### config.mk
export PLATFORM = sky130hd
export DESIGN_NAME = iloop_errgen
export DESIGN_NICKNAME = d
export VERILOG_FILES = /design/src/rtl/iloop_errgen_pkg.sv /design/src/rtl/iloop_errgen_boxcar_dec.sv /design/src/rtl/iloop_errgen.sv
export SDC_FILE = /design/constraint.sdc
export NUM_CORES = 1
export LEC_CHECK = 0
export ABC_AREA = 1
export CAP_MARGIN = 20
export CORE_MARGIN = 3
export CORE_UTILIZATION = 25
export CTS_CLUSTER_SIZE = 8
export DETAILED_ROUTE_END_ITERATION = 6
export GPL_ROUTABILITY_DRIVEN = 0
export HOLD_SLACK_MARGIN = 0.15
export MAX_ROUTING_LAYER = met4
export PLACE_DENSITY = 0.49
export SLEW_MARGIN = 25
export SYNTH_ARGS = -nofsm -noshare
export SYNTH_HDL_FRONTEND = slang
export SYNTH_SLANG_ARGS = --single-unit
### constraint.sdc
create_clock -name clk -period 3.71 [get_ports clk]
set_input_delay 0.742 -clock clk [delete_from_list [all_inputs] [get_ports clk]]
set_output_delay 0.742 -clock clk [all_outputs]
set_load 0.02 [all_outputs]
### src/rtl/iloop_errgen_pkg.sv
// Shared definitions for the integrating-loop error generator.
// Holds the FSM state encoding, the default maximum decimation exponent,
// and width/saturation helpers used by the error path.
package iloop_errgen_pkg;

  localparam int DEC_MAX_DEF = 8;

  typedef enum logic [1:0] {
    ST_IDLE = 2'd0,
    ST_RAMP = 2'd1,
    ST_LOCK = 2'd2,
    ST_HOLD = 2'd3
  } state_e;

  // The difference of two w-bit signed values needs one extra bit.
  function automatic int diff_width(input int w);
    return w + 1;
  endfunction

  // Signed saturation limits for a w-bit word.
  function automatic int sat_max(input int w);
    return (1 << (w - 1)) - 1;
  endfunction

  function automatic int sat_min(input int w);
    return -(1 << (w - 1));
  endfunction

endpackage

### src/rtl/iloop_errgen_boxcar_dec.sv
// Boxcar decimator: sums 2^dec_log2 valid samples and emits their floor
// average one cycle after the final sample of each block.
// Ports:
//   clk, reset_n       clock, asynchronous active-low reset
//   clr                synchronous discard of any partial block
//   adc_in, adc_valid  signed sample and its qualifier
//   dec_log2           block exponent, latched on the first sample of a block
//   avg, avg_valid     block average and its one-cycle pulse
module iloop_errgen_boxcar_dec
  import iloop_errgen_pkg::*;
#(
  parameter int wadc    = 16,
  parameter int DEC_MAX = DEC_MAX_DEF
) (
  input  logic                   clk,
  input  logic                   reset_n,
  input  logic                   clr,
  input  logic signed [wadc-1:0] adc_in,
  input  logic                   adc_valid,
  input  logic        [3:0]      dec_log2,
  output logic signed [wadc-1:0] avg,
  output logic                   avg_valid
);

  localparam int WACC = wadc + DEC_MAX;
  localparam int WCNT = DEC_MAX + 1;

  logic signed [WACC-1:0] acc_q, acc_d;
  logic        [WCNT-1:0] count_q, count_d;
  logic        [3:0]      shift_q, shift_d;
  logic signed [wadc-1:0] avg_q, avg_d;
  logic                   avg_valid_q, avg_valid_d;

  logic        [3:0]      dec_clamped;
  logic        [3:0]      shift_eff;
  logic signed [WACC-1:0] sum;
  logic signed [WACC-1:0] avg_full;
  logic                   last;

  always_comb begin
    dec_clamped = (dec_log2 > 4'(DEC_MAX)) ? 4'(DEC_MAX) : dec_log2;
    // A block's length is fixed by the exponent seen on its first sample.
    shift_eff   = (count_q == '0) ? dec_clamped : shift_q;
    sum         = acc_q + $signed({{DEC_MAX{adc_in[wadc-1]}}, adc_in});
    last        = ((count_q + WCNT'(1)) == (WCNT'(1) << shift_eff));
    avg_full    = sum >>> shift_eff;

    acc_d       = acc_q;
    count_d     = count_q;
    shift_d     = shift_q;
    avg_d       = avg_q;
    avg_valid_d = 1'b0;

    if (clr) begin
      acc_d   = '0;
      count_d = '0;
    end else if (adc_valid) begin
      shift_d = shift_eff;
      if (last) begin
        acc_d       = '0;
        count_d     = '0;
        avg_d       = avg_full[wadc-1:0];
        avg_valid_d = 1'b1;
      end else begin
        acc_d   = sum;
        count_d = count_q + WCNT'(1);
      end
    end
  end

  always_ff @(posedge clk or negedge reset_n) begin
    if (!reset_n) begin
      acc_q       <= '0;
      count_q     <= '0;
      shift_q     <= '0;
      avg_q       <= '0;
      avg_valid_q <= 1'b0;
    end else begin
      acc_q       <= acc_d;
      count_q     <= count_d;
      shift_q     <= shift_d;
      avg_q       <= avg_d;
      avg_valid_q <= avg_valid_d;
    end
  end

  assign avg       = avg_q;
  assign avg_valid = avg_valid_q;

endmodule

### src/rtl/iloop_errgen.sv
// Error front end for an integrating loop. Decimates ADC samples, subtracts
// the average from a ramped setpoint, saturates the result and strobes it,
// while sequencing loop start-up through IDLE/RAMP/LOCK/HOLD.
// Ports:
//   clk, reset_n            clock, asynchronous active-low reset
//   adc_in, adc_valid       signed measurement and qualifier
//   dec_log2                decimation exponent (block = 2^dec_log2 samples)
//   setpoint, ramp_step     target and max change per strobe (0 = jump)
//   enable, hold            run and freeze requests
//   errin, strobe_out       saturated error and its one-cycle qualifier
//   loop_reset, loop_static downstream integrator clear / open-loop select
//   at_setpoint             high while locked on the setpoint
module iloop_errgen
  import iloop_errgen_pkg::*;
#(
  parameter int wadc    = 16,
  parameter int win     = 16,
  parameter int DEC_MAX = DEC_MAX_DEF
) (
  input  logic                   clk,
  input  logic                   reset_n,
  input  logic signed [wadc-1:0] adc_in,
  input  logic                   adc_valid,
  input  logic        [3:0]      dec_log2,
  input  logic signed [wadc-1:0] setpoint,
  input  logic        [wadc-1:0] ramp_step,
  input  logic                   enable,
  input  logic                   hold,
  output logic signed [win-1:0]  errin,
  output logic                   strobe_out,
  output logic                   loop_reset,
  output logic                   loop_static,
  output logic                   at_setpoint
);

  localparam int WD = diff_width(wadc);
  localparam logic signed [WD-1:0] SAT_HI = WD'(sat_max(win));
  localparam logic signed [WD-1:0] SAT_LO = WD'(sat_min(win));

  state_e                 state_q, state_d;
  logic signed [wadc-1:0] sp_cur_q, sp_cur_d;
  logic signed [win-1:0]  errin_q, errin_d;
  logic                   strobe_q, strobe_d;

  logic signed [wadc-1:0] avg;
  logic                   avg_valid;
  logic                   dec_clr;
  logic                   emit;
  logic                   sp_eq;
  logic signed [WD-1:0]   sp_ext, avg_ext, set_ext, step_ext;
  logic signed [WD-1:0]   diff, sp_gap, sp_move;
  logic        [WD-1:0]   gap_mag;
  logic signed [wadc-1:0] sp_ramped;

  // Leaving a running state discards the partial block so a restart always
  // begins on a fresh block.
  assign dec_clr = !enable && (state_q != ST_IDLE);

  iloop_errgen_boxcar_dec #(
    .wadc    (wadc),
    .DEC_MAX (DEC_MAX)
  ) u_dec (
    .clk       (clk),
    .reset_n   (reset_n),
    .clr       (dec_clr),
    .adc_in    (adc_in),
    .adc_valid (adc_valid),
    .dec_log2  (dec_log2),
    .avg       (avg),
    .avg_valid (avg_valid)
  );

  assign sp_eq = (sp_cur_q == setpoint);

  // State register
  always_ff @(posedge clk or negedge reset_n) begin
    if (!reset_n) state_q <= ST_IDLE;
    else          state_q <= state_d;
  end

  // Next-state logic; dropping enable wins over everything else.
  always_comb begin
    state_d = state_q;
    if (!enable) begin
      state_d = ST_IDLE;
    end else begin
      case (state_q)
        ST_IDLE: state_d = sp_eq ? ST_LOCK : ST_RAMP;
        ST_RAMP: begin
          if (hold)       state_d = ST_HOLD;
          else if (sp_eq) state_d = ST_LOCK;
        end
        ST_LOCK: begin
          if (hold)        state_d = ST_HOLD;
          else if (!sp_eq) state_d = ST_RAMP;
        end
        ST_HOLD: if (!hold) state_d = sp_eq ? ST_LOCK : ST_RAMP;
        default: state_d = ST_IDLE;
      endcase
    end
  end

  // State-decoded outputs
  always_comb begin
    loop_reset  = (state_q == ST_IDLE);
    loop_static = (state_q == ST_IDLE);
    at_setpoint = (state_q == ST_LOCK);
  end

  // Error, saturation and setpoint ramp
  always_comb begin
    sp_ext   = $signed({sp_cur_q[wadc-1], sp_cur_q});
    avg_ext  = $signed({avg[wadc-1], avg});
    set_ext  = $signed({setpoint[wadc-1], setpoint});
    step_ext = $signed({1'b0, ramp_step});
    diff     = sp_ext - avg_ext;
    sp_gap   = set_ext - sp_ext;
    gap_mag  = sp_gap[WD-1] ? (-sp_gap) : sp_gap;
    sp_move  = sp_gap[WD-1] ? (sp_ext - step_ext) : (sp_ext + step_ext);

    if ((ramp_step == '0) || (gap_mag <= {1'b0, ramp_step})) sp_ramped = setpoint;
    else                                                      sp_ramped = sp_move[wadc-1:0];

    // hold and enable are checked directly so a block finishing on the
    // cycle either changes is not strobed.
    emit = avg_valid && enable && !hold &&
           ((state_q == ST_RAMP) || (state_q == ST_LOCK));

    errin_d  = errin_q;
    sp_cur_d = sp_cur_q;
    strobe_d = emit;
    if (emit) begin
      if (diff > SAT_HI)      errin_d = SAT_HI[win-1:0];
      else if (diff < SAT_LO) errin_d = SAT_LO[win-1:0];
      else                    errin_d = diff[win-1:0];
      sp_cur_d = sp_ramped;
    end else if ((state_q == ST_IDLE) && avg_valid) begin
      // Track the measurement while idle so the loop starts bumplessly.
      sp_cur_d = avg;
    end
  end

  always_ff @(posedge clk or negedge reset_n) begin
    if (!reset_n) begin
      sp_cur_q <= '0;
      errin_q  <= '0;
      strobe_q <= 1'b0;
    end else begin
      sp_cur_q <= sp_cur_d;
      errin_q  <= errin_d;
      strobe_q <= strobe_d;
    end
  end

  assign errin      = errin_q;
  assign strobe_out = strobe_q;

endmodule
Yosys cells after proc, flatten, opt, wreduce, memory -nomap -nowiden:

Index checks and enable logic that the tools add are counted.

* flip-flop bits (word level): 89
* bits in latches: 0
* RAM bits: 0
* memory bits (read-only): 0
* input bits: 57
* output and inout bits: 20
* word-level logic and storage cells: 75
* memories kept: 0

* add/subtract/negate cells: 7
* multipliers: 0
* divide/modulo/power cells: 0
* magnitude comparators: 4
* equal/unequal tests: 8
* shift operators: 2
* multiplexer cells: 26
* bitwise logic cells: 1
* reduce and logical (&&, ||, !) cells: 18

Operators by type and width (number)
* 16-bit two-way mux: 6
* 24-bit two-way mux: 3
* 16-bit by 16-bit subtractor with 17-bit output: 2
* 9-bit two-way mux: 3
* 24-bit by 16-bit adder with 24-bit output: 1
* 24-bit by 4-bit >>> shifter with 16-bit output: 1
* 17-bit by 16-bit > comparator with 1-bit output, second input constant: 1
* 17-bit by 16-bit less-or-equal comparator with 1-bit output: 1
* 17-bit by 16-bit < comparator with 1-bit output, second input constant: 1
* 17-bit two-way mux: 1
* 17-bit negation: 1
* 16-bit adder: 1
* 16-bit equality test: 1
* 16-bit zero test: 1
* 16-bit subtractor: 1
* 2-bit two-way mux: 7
* 9-bit by 1-bit adder with 9-bit output, second input constant: 1
* 9-bit equality test: 1
* 9-bit zero test: 1
* 1-bit by 4-bit left shift with 9-bit output, first input constant: 1
* 4-bit two-way mux: 2
* 4-bit != test, second input constant: 2
* 2-bit case mux with 4 select lines: 1
* 3-bit AND reduction: 2
* other kinds (12): 23

Depth between registers and ports, before layout:

Gate-level depths: netlist (run 1).

* word-level depth: 8
* mapped depth: 35
* mapped depth without buffers: 32

Modules after synthesis:

From an unflattened synthesis (run 1), not the netlist that was laid out.

* cells, all modules: 1831
* area total of the unflattened synthesis: 11140.7 µm²

Modules (own cells, without submodules)
* iloop_errgen: instances 1, cells each 918, area an instance 5716.7 µm², sequential area each 875.8 µm²
* iloop_errgen_boxcar_dec: instances 1, cells each 913, area an instance 5424.0 µm², sequential area each 1351.3 µm²

Least setup slack after synthesis (run 1):

No wires, ideal clock.

* kind: input -> register
* from: input port setpoint[0]
* to: register sp_cur_q[6]
* setup time: 0.123 ns
* data arrival time: 4.123 ns
* data required time: 3.587 ns
* path slack: -0.537 ns
* cell stages on the path: 34
* buffers on the path: 2
* cell sequence: inv_1 > ha_1 > fa_1 > inv_1 > nand2_1 > nand3_1 > nand2_1 > nand2_1 > nand2_1 > nand2_1 > nand2_1 > nand2_2 > clkbuf_1 > nand2_1 > xnor2_1 > inv_1 > ha_1 > a21oi_1 > o21ai_0 > nand2_1 > nand4_1 > nand2_1 > nand2_1 > nand2_1 > nand2_1 > nand2_1 > nand2_1 > nand2_1 > nand2_2 > nand2_2 > buf_2 > nand2_1 > nand3_1 > a21oi_1

* word-level cells in the longest chain between the ends: 7
* elaborated cells on any way between the ends: 8
* those cells by class: add/sub: 2; order compare: 1; mux: 4; reduce/logical: 1

Ends and longest elaborated chain
* start: declaration: line iloop_errgen.sv:25 `input logic signed [wadc-1:0] setpoint,`
* 16-bit by 16-bit subtractor with 17-bit output *: line iloop_errgen.sv:117 `sp_gap = set_ext - sp_ext;`
* 17-bit negation: line iloop_errgen.sv:118 `gap_mag = sp_gap[WD-1] ? (-sp_gap) : sp_gap;`
* 17-bit two-way mux: line iloop_errgen.sv:118
* 17-bit by 16-bit less-or-equal comparator with 1-bit output: line iloop_errgen.sv:121 `if ((ramp_step == '0) || (gap_mag <= {1'b0, ramp_step})) sp_ramped = setpoint;`
* 1-bit logical OR: line iloop_errgen.sv:121
* 16-bit two-way mux *: line iloop_errgen.sv:121
* 16-bit two-way mux *: line iloop_errgen.sv:132 `if (emit) begin`
* end signal: assignment: line iloop_errgen.sv:149 `sp_cur_q <= sp_cur_d;`
* end: declaration: line iloop_errgen.sv:41 `logic signed [wadc-1:0] sp_cur_q, sp_cur_d;`

Mark *: on every way between the ends. The rest lies on a longest branch, timed or not.
A chain may end at the register's enable or synchronous reset.

Worst setup path after layout (run 1):

* from: input port setpoint[0]
* to: register sp_cur_q[0]

* word-level cells in the longest chain between the ends: 7
* elaborated cells on any way between the ends: 8
* those cells by class: add/sub: 2; order compare: 1; mux: 4; reduce/logical: 1

Ends and longest elaborated chain (line)
* 16-bit by 16-bit subtractor with 17-bit output: iloop_errgen.sv:117
* 17-bit negation: iloop_errgen.sv:118
* 17-bit two-way mux: iloop_errgen.sv:118
* 17-bit by 16-bit less-or-equal comparator with 1-bit output: iloop_errgen.sv:121
* 1-bit logical OR: iloop_errgen.sv:121
* 16-bit two-way mux *: iloop_errgen.sv:121
* 16-bit two-way mux *: iloop_errgen.sv:132

Marked as above.

==> results of run 1 <==
## sequential cells by signal, indices dropped and copies added, names as in the netlist
register,cells
state_q,2
strobe_out,1
u_dec.avg,16
u_dec.count_q,9
sp_cur_q,16
errin,16
u_dec.shift_q,4
u_dec.avg_valid,1
u_dec.acc_q,24
## worst min-delay path by stage
stage,from,endpoint,slack (ns),depth (start not counted)
finish,reset_n,u_dec.count_q[1],0.44,1
global route,reset_n,u_dec.count_q[1],0.49,1
CTS,reset_n,u_dec.shift_q[1],0.47,1
detailed placement,errin[1],errin[1],0.47,2
global placement,u_dec.acc_q[2],u_dec.acc_q[2],0.47,2
floorplan,reset_n,errin[0],0.45,0
## logic make-up after synthesis
group	share of synthesized area
AND/OR/NAND/NOR	0.350
AO/OA/AOI/OAI	0.143
buffers and inverters	0.0976
adder cells (fa/ha/maj)	0.123
flip-flops	0.217
XOR/XNOR	0.0692
## critical path, cell delays in order
cell and delay (ns):
buf_12 0.09, inv_12 0.03, ha_4 0.14, fa_2 0.56, ha_4 0.13, inv_2 0.03, a21oi_2 0.11, nand3_2 0.12
nor2_4 0.11, nand3_2 0.10, nor2_4 0.12, buf_6 0.10, nand4_1 0.10, nor2_2 0.16, nor2_2 0.05, xor2_1 0.15
ha_1 0.31, nand2_1 0.07, nor2_2 0.11, buf_4 0.12, buf_4 0.08, nand4_1 0.10, nand2_2 0.14, nand2_8 0.11
buf_16 0.18, nand3_1 0.06, nand3_1 0.08, a21oi_2 0.13
## cell usage in the layout, fill, tap and decap left out, drive strengths merged, types with 4 or more instances in the layout
master           n
clkinv           4
clkdlybuf4s50   59
o31ai            6
or2              6
a21o             4
a21oi          101
nand4           23
ha              94
nor3            20
o22a            10
o22ai           10
dlymetal6s2s    10
nand2          439
o211ai           5
xnor2           22
a31oi            6
o21bai           8
xor2            59
buf            237
fa               4
clkbuf          16
nand3b           6
nand3          182
dfrtp           89
nor2           149
inv            217
o21ai          103
## timing repair
item | in CTS | in global routing
pin swaps | 46 | 66
gates cloned | 2 | 0
resized for setup | 58 | 115
hold buffers | 0 | 0
endpoints found under the hold margin | 0 | 0
buffers inserted | 8 | 10
endpoints found under the setup margin | 16 | 17
## metrics by stage
| stage | hold WS (ns) | util |
|---|---|---|
| final | 0.442 | 0.357 |
| after global routing | 0.488 | 0.357 |
| after CTS | 0.466 | 0.344 |
| after detailed placement | 0.466 | 0.329 |
| after global placement | 0.466 | 0.329 |
| after floorplan | 0.446 | - |
## routing by layer
| metal | wire length, um | up-vias | part of all wire |
|---|---|---|---|
| met4 | 550 | 0 | 0.016 |
| li1 | - | 5866 | - |
| met5 | 0 | - | 0 |
| met1 | 16800 | 5184 | 0.47 |
| met3 | 1050 | 28 | 0.030 |
| met2 | 17000 | 172 | 0.48 |
## final cells by class
cell class	count	area [um^2]	area share
multi-input cells	1267	7720	0.540
clock buffers	12	246	0.0172
inverters	219	841	0.0587
clock inverters	4	28.8	0.00201
repair buffers	311	2590	0.181
flip-flops and latches	89	2230	0.156
well taps	525	657	0.0459
==> impl_metrics.toml, run 1 <==
[floorplanning]
dieArea_um2 = 43500
core_area_um2 = 40100
initial_core_util = 0.256
ioPinCount = 77
die_h_um = 208
rows = 73
die_width_um = 208

[outcome]
status = "finished, violations left"
violations = "setup timing"

[finish]
drive_gt1_frac = 0.215
nFillCells = 4319
area_growth_pct = 39.7
final_area_um2 = 14300
instances_no_fill = 2427
diodes = 0
nets = 2052

[synth]
synth_flop_cell = "dfrtp_1"
synth_edf_count = 0
syn_area_per_cell_um2 = 6.36
synth_warnings = 0
synth_area_leader_cell = "dfrtp_1"
syn_inst = 1611
synth.area.top_cells = "dfrtp_1 22%, nand2_1 16%, ha_1 11%"
yosysMostFrequentCell = "nand2_1"
synth_area_um2 = 10300
synth_common_cells = "432 x nand2_1, 210 x inv_1, 181 x nand3_1, 143 x nor2_1, 101 x a21oi_1"
synth_cell_types = 47
synth-seq-area-share = 0.217
synth-async-reset-ratio = 1.00
synth_seq_cells = 89
syn_nets = 1766
yosysTopAreaCellShare = 0.217

[clock_network]
cts-htree-levels = 3
clock-sinks = 89
clock_path_buffers = 2
worstSkewPairLatency_ns = 0.35
cts_tree = "done"
cts_buffers = 9
clkTransAtPathRegs_ns = 0.07
cts-root-buf = "clkbuf_16"

[global_routing]
grt_pass1_wl_um = 57400
grt_pass1_vias = 11182
grt_usage = 0.165
grt.busiest_layer = "met2"
grt_use_met2 = 0.281
grt_use_met1 = 0.212
grt_max_degree = 73
antenna_found_initial = 0
gr-total-overflow = 0
gr-usage-met3 = 0.0169

[detailed_routing]
wire_per_inst_um = 14.6
ant_nets = 0
drcViolationCount = 0
drt_wl_total_um = 35400
drt_first_pass_iters = 5
vias_per_cell = 4.64
via_count = 11250
drt_iter0_markers = 515

[timing]
period_minus_slack_ns = 4.06
final-max-slew-violation-count = 0
fmax_ghz = 0.246
finalHoldViolCount = 0
fin_ws_ns = -0.352
max_slew_margin = 0.494
rsz0062_at_grt = "true"
skew_ns = 0.00716
setup_viol = 16
fin_crit_sh = 1.09
fin_tns_setup_ns = -5.39
tightestPinTransition_ns = 0.759

[place]
dp_slack_ns = -1.39
hpwl_um = 28300
dpl_cell_area_um2 = 13200
numPortBuffers = 76
dp.cells = 2393

[worst_setup_path]
worst_ep_arrival_time_ns = 4.34
critical_path_class = "primary input to register"
reg2reg_slack_ns = -0.33
crit_path_start_kind = "primary input"
r2r-start = "sp_cur_q[0]"
end_kind = "register"
crit_required_ns = 3.99
reg2reg_to = "sp_cur_q[0]"
crit_fanout = 8
timing.critical_path.from = "setpoint[0]"
reg2reg_depth = 26
crit_end = "sp_cur_q[0]"

[job]
timing.max_cap.violations = 0

[min_path]
hold_class = "primary input to asynchronous set/reset pin"
Power of run 1 is not shown: default switching activity piles up to over one toggle a cycle in this logic, so the estimate is an artifact.
==> inputs of run 2 (changes only) <==
--- a/config.mk
+++ b/config.mk
@@ -6,7 +6,6 @@
 export NUM_CORES = 1
 export LEC_CHECK = 0
 export ABC_AREA = 1
-export CAP_MARGIN = 20
 export CORE_MARGIN = 3
 export CORE_UTILIZATION = 25
 export CTS_CLUSTER_SIZE = 8
==> results of run 2 <==
Final layout, timing and power as in run 1 (identical DEF).
Power of run 2 is left out for the same reason.
==> inputs of run 3 (changes only) <==
--- a/config.mk
+++ b/config.mk
@@ -13,7 +13,7 @@
 export GPL_ROUTABILITY_DRIVEN = 0
 export HOLD_SLACK_MARGIN = 0.15
 export MAX_ROUTING_LAYER = met4
-export PLACE_DENSITY = 0.49
+export PLACE_DENSITY = 0.48
 export SLEW_MARGIN = 25
 export SYNTH_ARGS = -nofsm -noshare
 export SYNTH_HDL_FRONTEND = slang
==> constraint.sdc (replaced) <==
create_clock -name clk -period 5 [get_ports clk]
set_input_delay 1 -clock clk [delete_from_list [all_inputs] [get_ports clk]]
set_output_delay 1 -clock clk [all_outputs]
set_load 0.02 [all_outputs]
==> run 3 against run 2 <==
The flow now finishes without violations. Die area is the same. Critical path type unchanged. Clock-buffer cell count shrank 3. Global-route usage shrank 0.80 points. Critical path depth shrank 1. Largest cell class unchanged.
==> impl_metrics.toml, run 3 (synthesis results as in run 1) <==
[worst_setup_path]
crit_family = "simple AND/OR/NAND/NOR gates"
crit_buf_inv = 6
r2r-start = "sp_cur_q[0]"
reg2reg_to = "sp_cur_q[14]"
slowest_delay_ns = 0.51
worst_ep_arrival_time_ns = 4.98
critical_path_class = "primary input to register"
crit_required_ns = 5.30
reg2reg_slack_ns = 0.86
cpMostUsedCell = "nand2_1"
cpMaxStageDelayCell = "clkdlybuf4s50_1"
reg2reg_depth = 26
end_kind = "register"
crit_path_start_kind = "primary input"
crit_fanout = 8

[finish]
largest_register_ffs = 24
final_cell_mix = "428 x nand2_1, 208 x inv_1, 178 x nand3_1"
fin_util = 0.323
drive_gt1_frac = 0.113
final_area_um2 = 12900
area_growth_pct = 26.2
final_common_cell = "nand2_1"
largest_register = "u_dec.acc_q"
instances_no_fill = 2318
nFillCells = 4463
diodes = 0
nets = 1943

[detailed_routing]
drt_wl_total_um = 33400
drcViolationCount = 0
via_count = 10800
ant_nets = 0
wire_per_inst_um = 14.4
drt_iter0_markers = 563
vias_per_cell = 4.66
drt_first_pass_iters = 7

[clock_network]
cts-root-buf = "clkbuf_16"
cts-htree-levels = 3
cts_tree = "done"
clock-sinks = 89
worstSkewPairLatency_ns = 0.37
clkTransAtPathRegs_ns = 0.08
clock_path_buffers = 2
ctsHoldBuffers = 0
cts_buffers = 9

[place]
dp.cells = 2296
dpl_cell_area_um2 = 12400
numPortBuffers = 76
hpwl_um = 27300

[min_path]
hold_class = "register to register"
min_delay_path_depth = 2
min_from = "u_dec.acc_q[0]"
min_to = "u_dec.acc_q[0]"

[timing]
period_minus_slack_ns = 4.68
skew_ns = 0.0156
fin_crit_sh = 0.935
timing.hold.ws_ns = 0.488
setup_viol = 0
fmax_ghz = 0.214
finalHoldViolCount = 0
final-max-slew-violation-count = 0
max_slew_margin = 0.394
tightestPinTransition_ns = 0.906

[floorplanning]
die_h_um = 208
core_area_um2 = 40100
ioPinCount = 77
die_width_um = 208
initial_core_util = 0.256
rows = 73
dieArea_um2 = 43500

[global_routing]
antenna_found_initial = 0
grt_max_degree = 55
gr-total-overflow = 0
grt_usage = 0.157
grt_pass1_vias = 10711
grt_pass1_wl_um = 54600

[outcome]
status = "complete, no violations"

[job]
timing.max_cap.violations = 0
run 3: repair_timing:
action,CTS,global route
buffers inserted,0,5
gates resized for setup,0,40
endpoints found under the setup margin,0,16
run 3: worst reg2reg max path, delay by kind of cell, from the launching register on:
kind,cells,cell delay [ns]
AOI/OAI and AO/OA,3,0.23
xor gates and xnor gates,1,0.15
and+or+nand+nor,14,1.51
DFF,1,0.43
adders and majority gates,4,1.25
buffers and inverters,4,0.44
run 3: metal layers:
metal	GRT usage	part of all wire	wire length (um)
met4	0.0432	0.020	670
met1	0.199	0.48	15900
met3	0.0154	0.026	871
met5	-	0	0
met2	0.266	0.48	15900
run 3: how the worst max path moves through the flow:
stage	startpoint	to	slack, ns	cells past startpoint
floorplan	setpoint[0]	sp_cur_q[6]	0.50	34
global placement	setpoint[0]	sp_cur_q[13]	-0.25	27
detailed placement	setpoint[0]	sp_cur_q[3]	-0.34	27
CTS	setpoint[0]	sp_cur_q[3]	0.04	27
global route	setpoint[1]	sp_cur_q[3]	-0.03	30
finish	setpoint[7]	sp_cur_q[3]	0.32	27
run 3: layout make-up:
| class | count | area, um^2 | area share |
|---|---|---|---|
| Tap cell | 525 | 657 | 0.0508 |
| Timing Repair Buffer | 203 | 1760 | 0.136 |
| Inverter | 219 | 828 | 0.0640 |
| Clock buffer | 9 | 225 | 0.0174 |
| Sequential cell | 89 | 2230 | 0.172 |
| Clock inverter | 7 | 67.6 | 0.00522 |
| Multi-Input combinational cell | 1266 | 7170 | 0.555 |
run 3: through the flow:
stage | setup WS (ns) | TNS [ns]
2_1_floorplan | 0.495 | 0
3_3_place_gp | -0.246 | -3.68
3_5_place_dp | -0.339 | -5.17
4_1_cts | 0.0361 | 0
5_1_grt | -0.0347 | -0.157
6_report | 0.323 | 0
Power of run 3 is left out for the same reason.
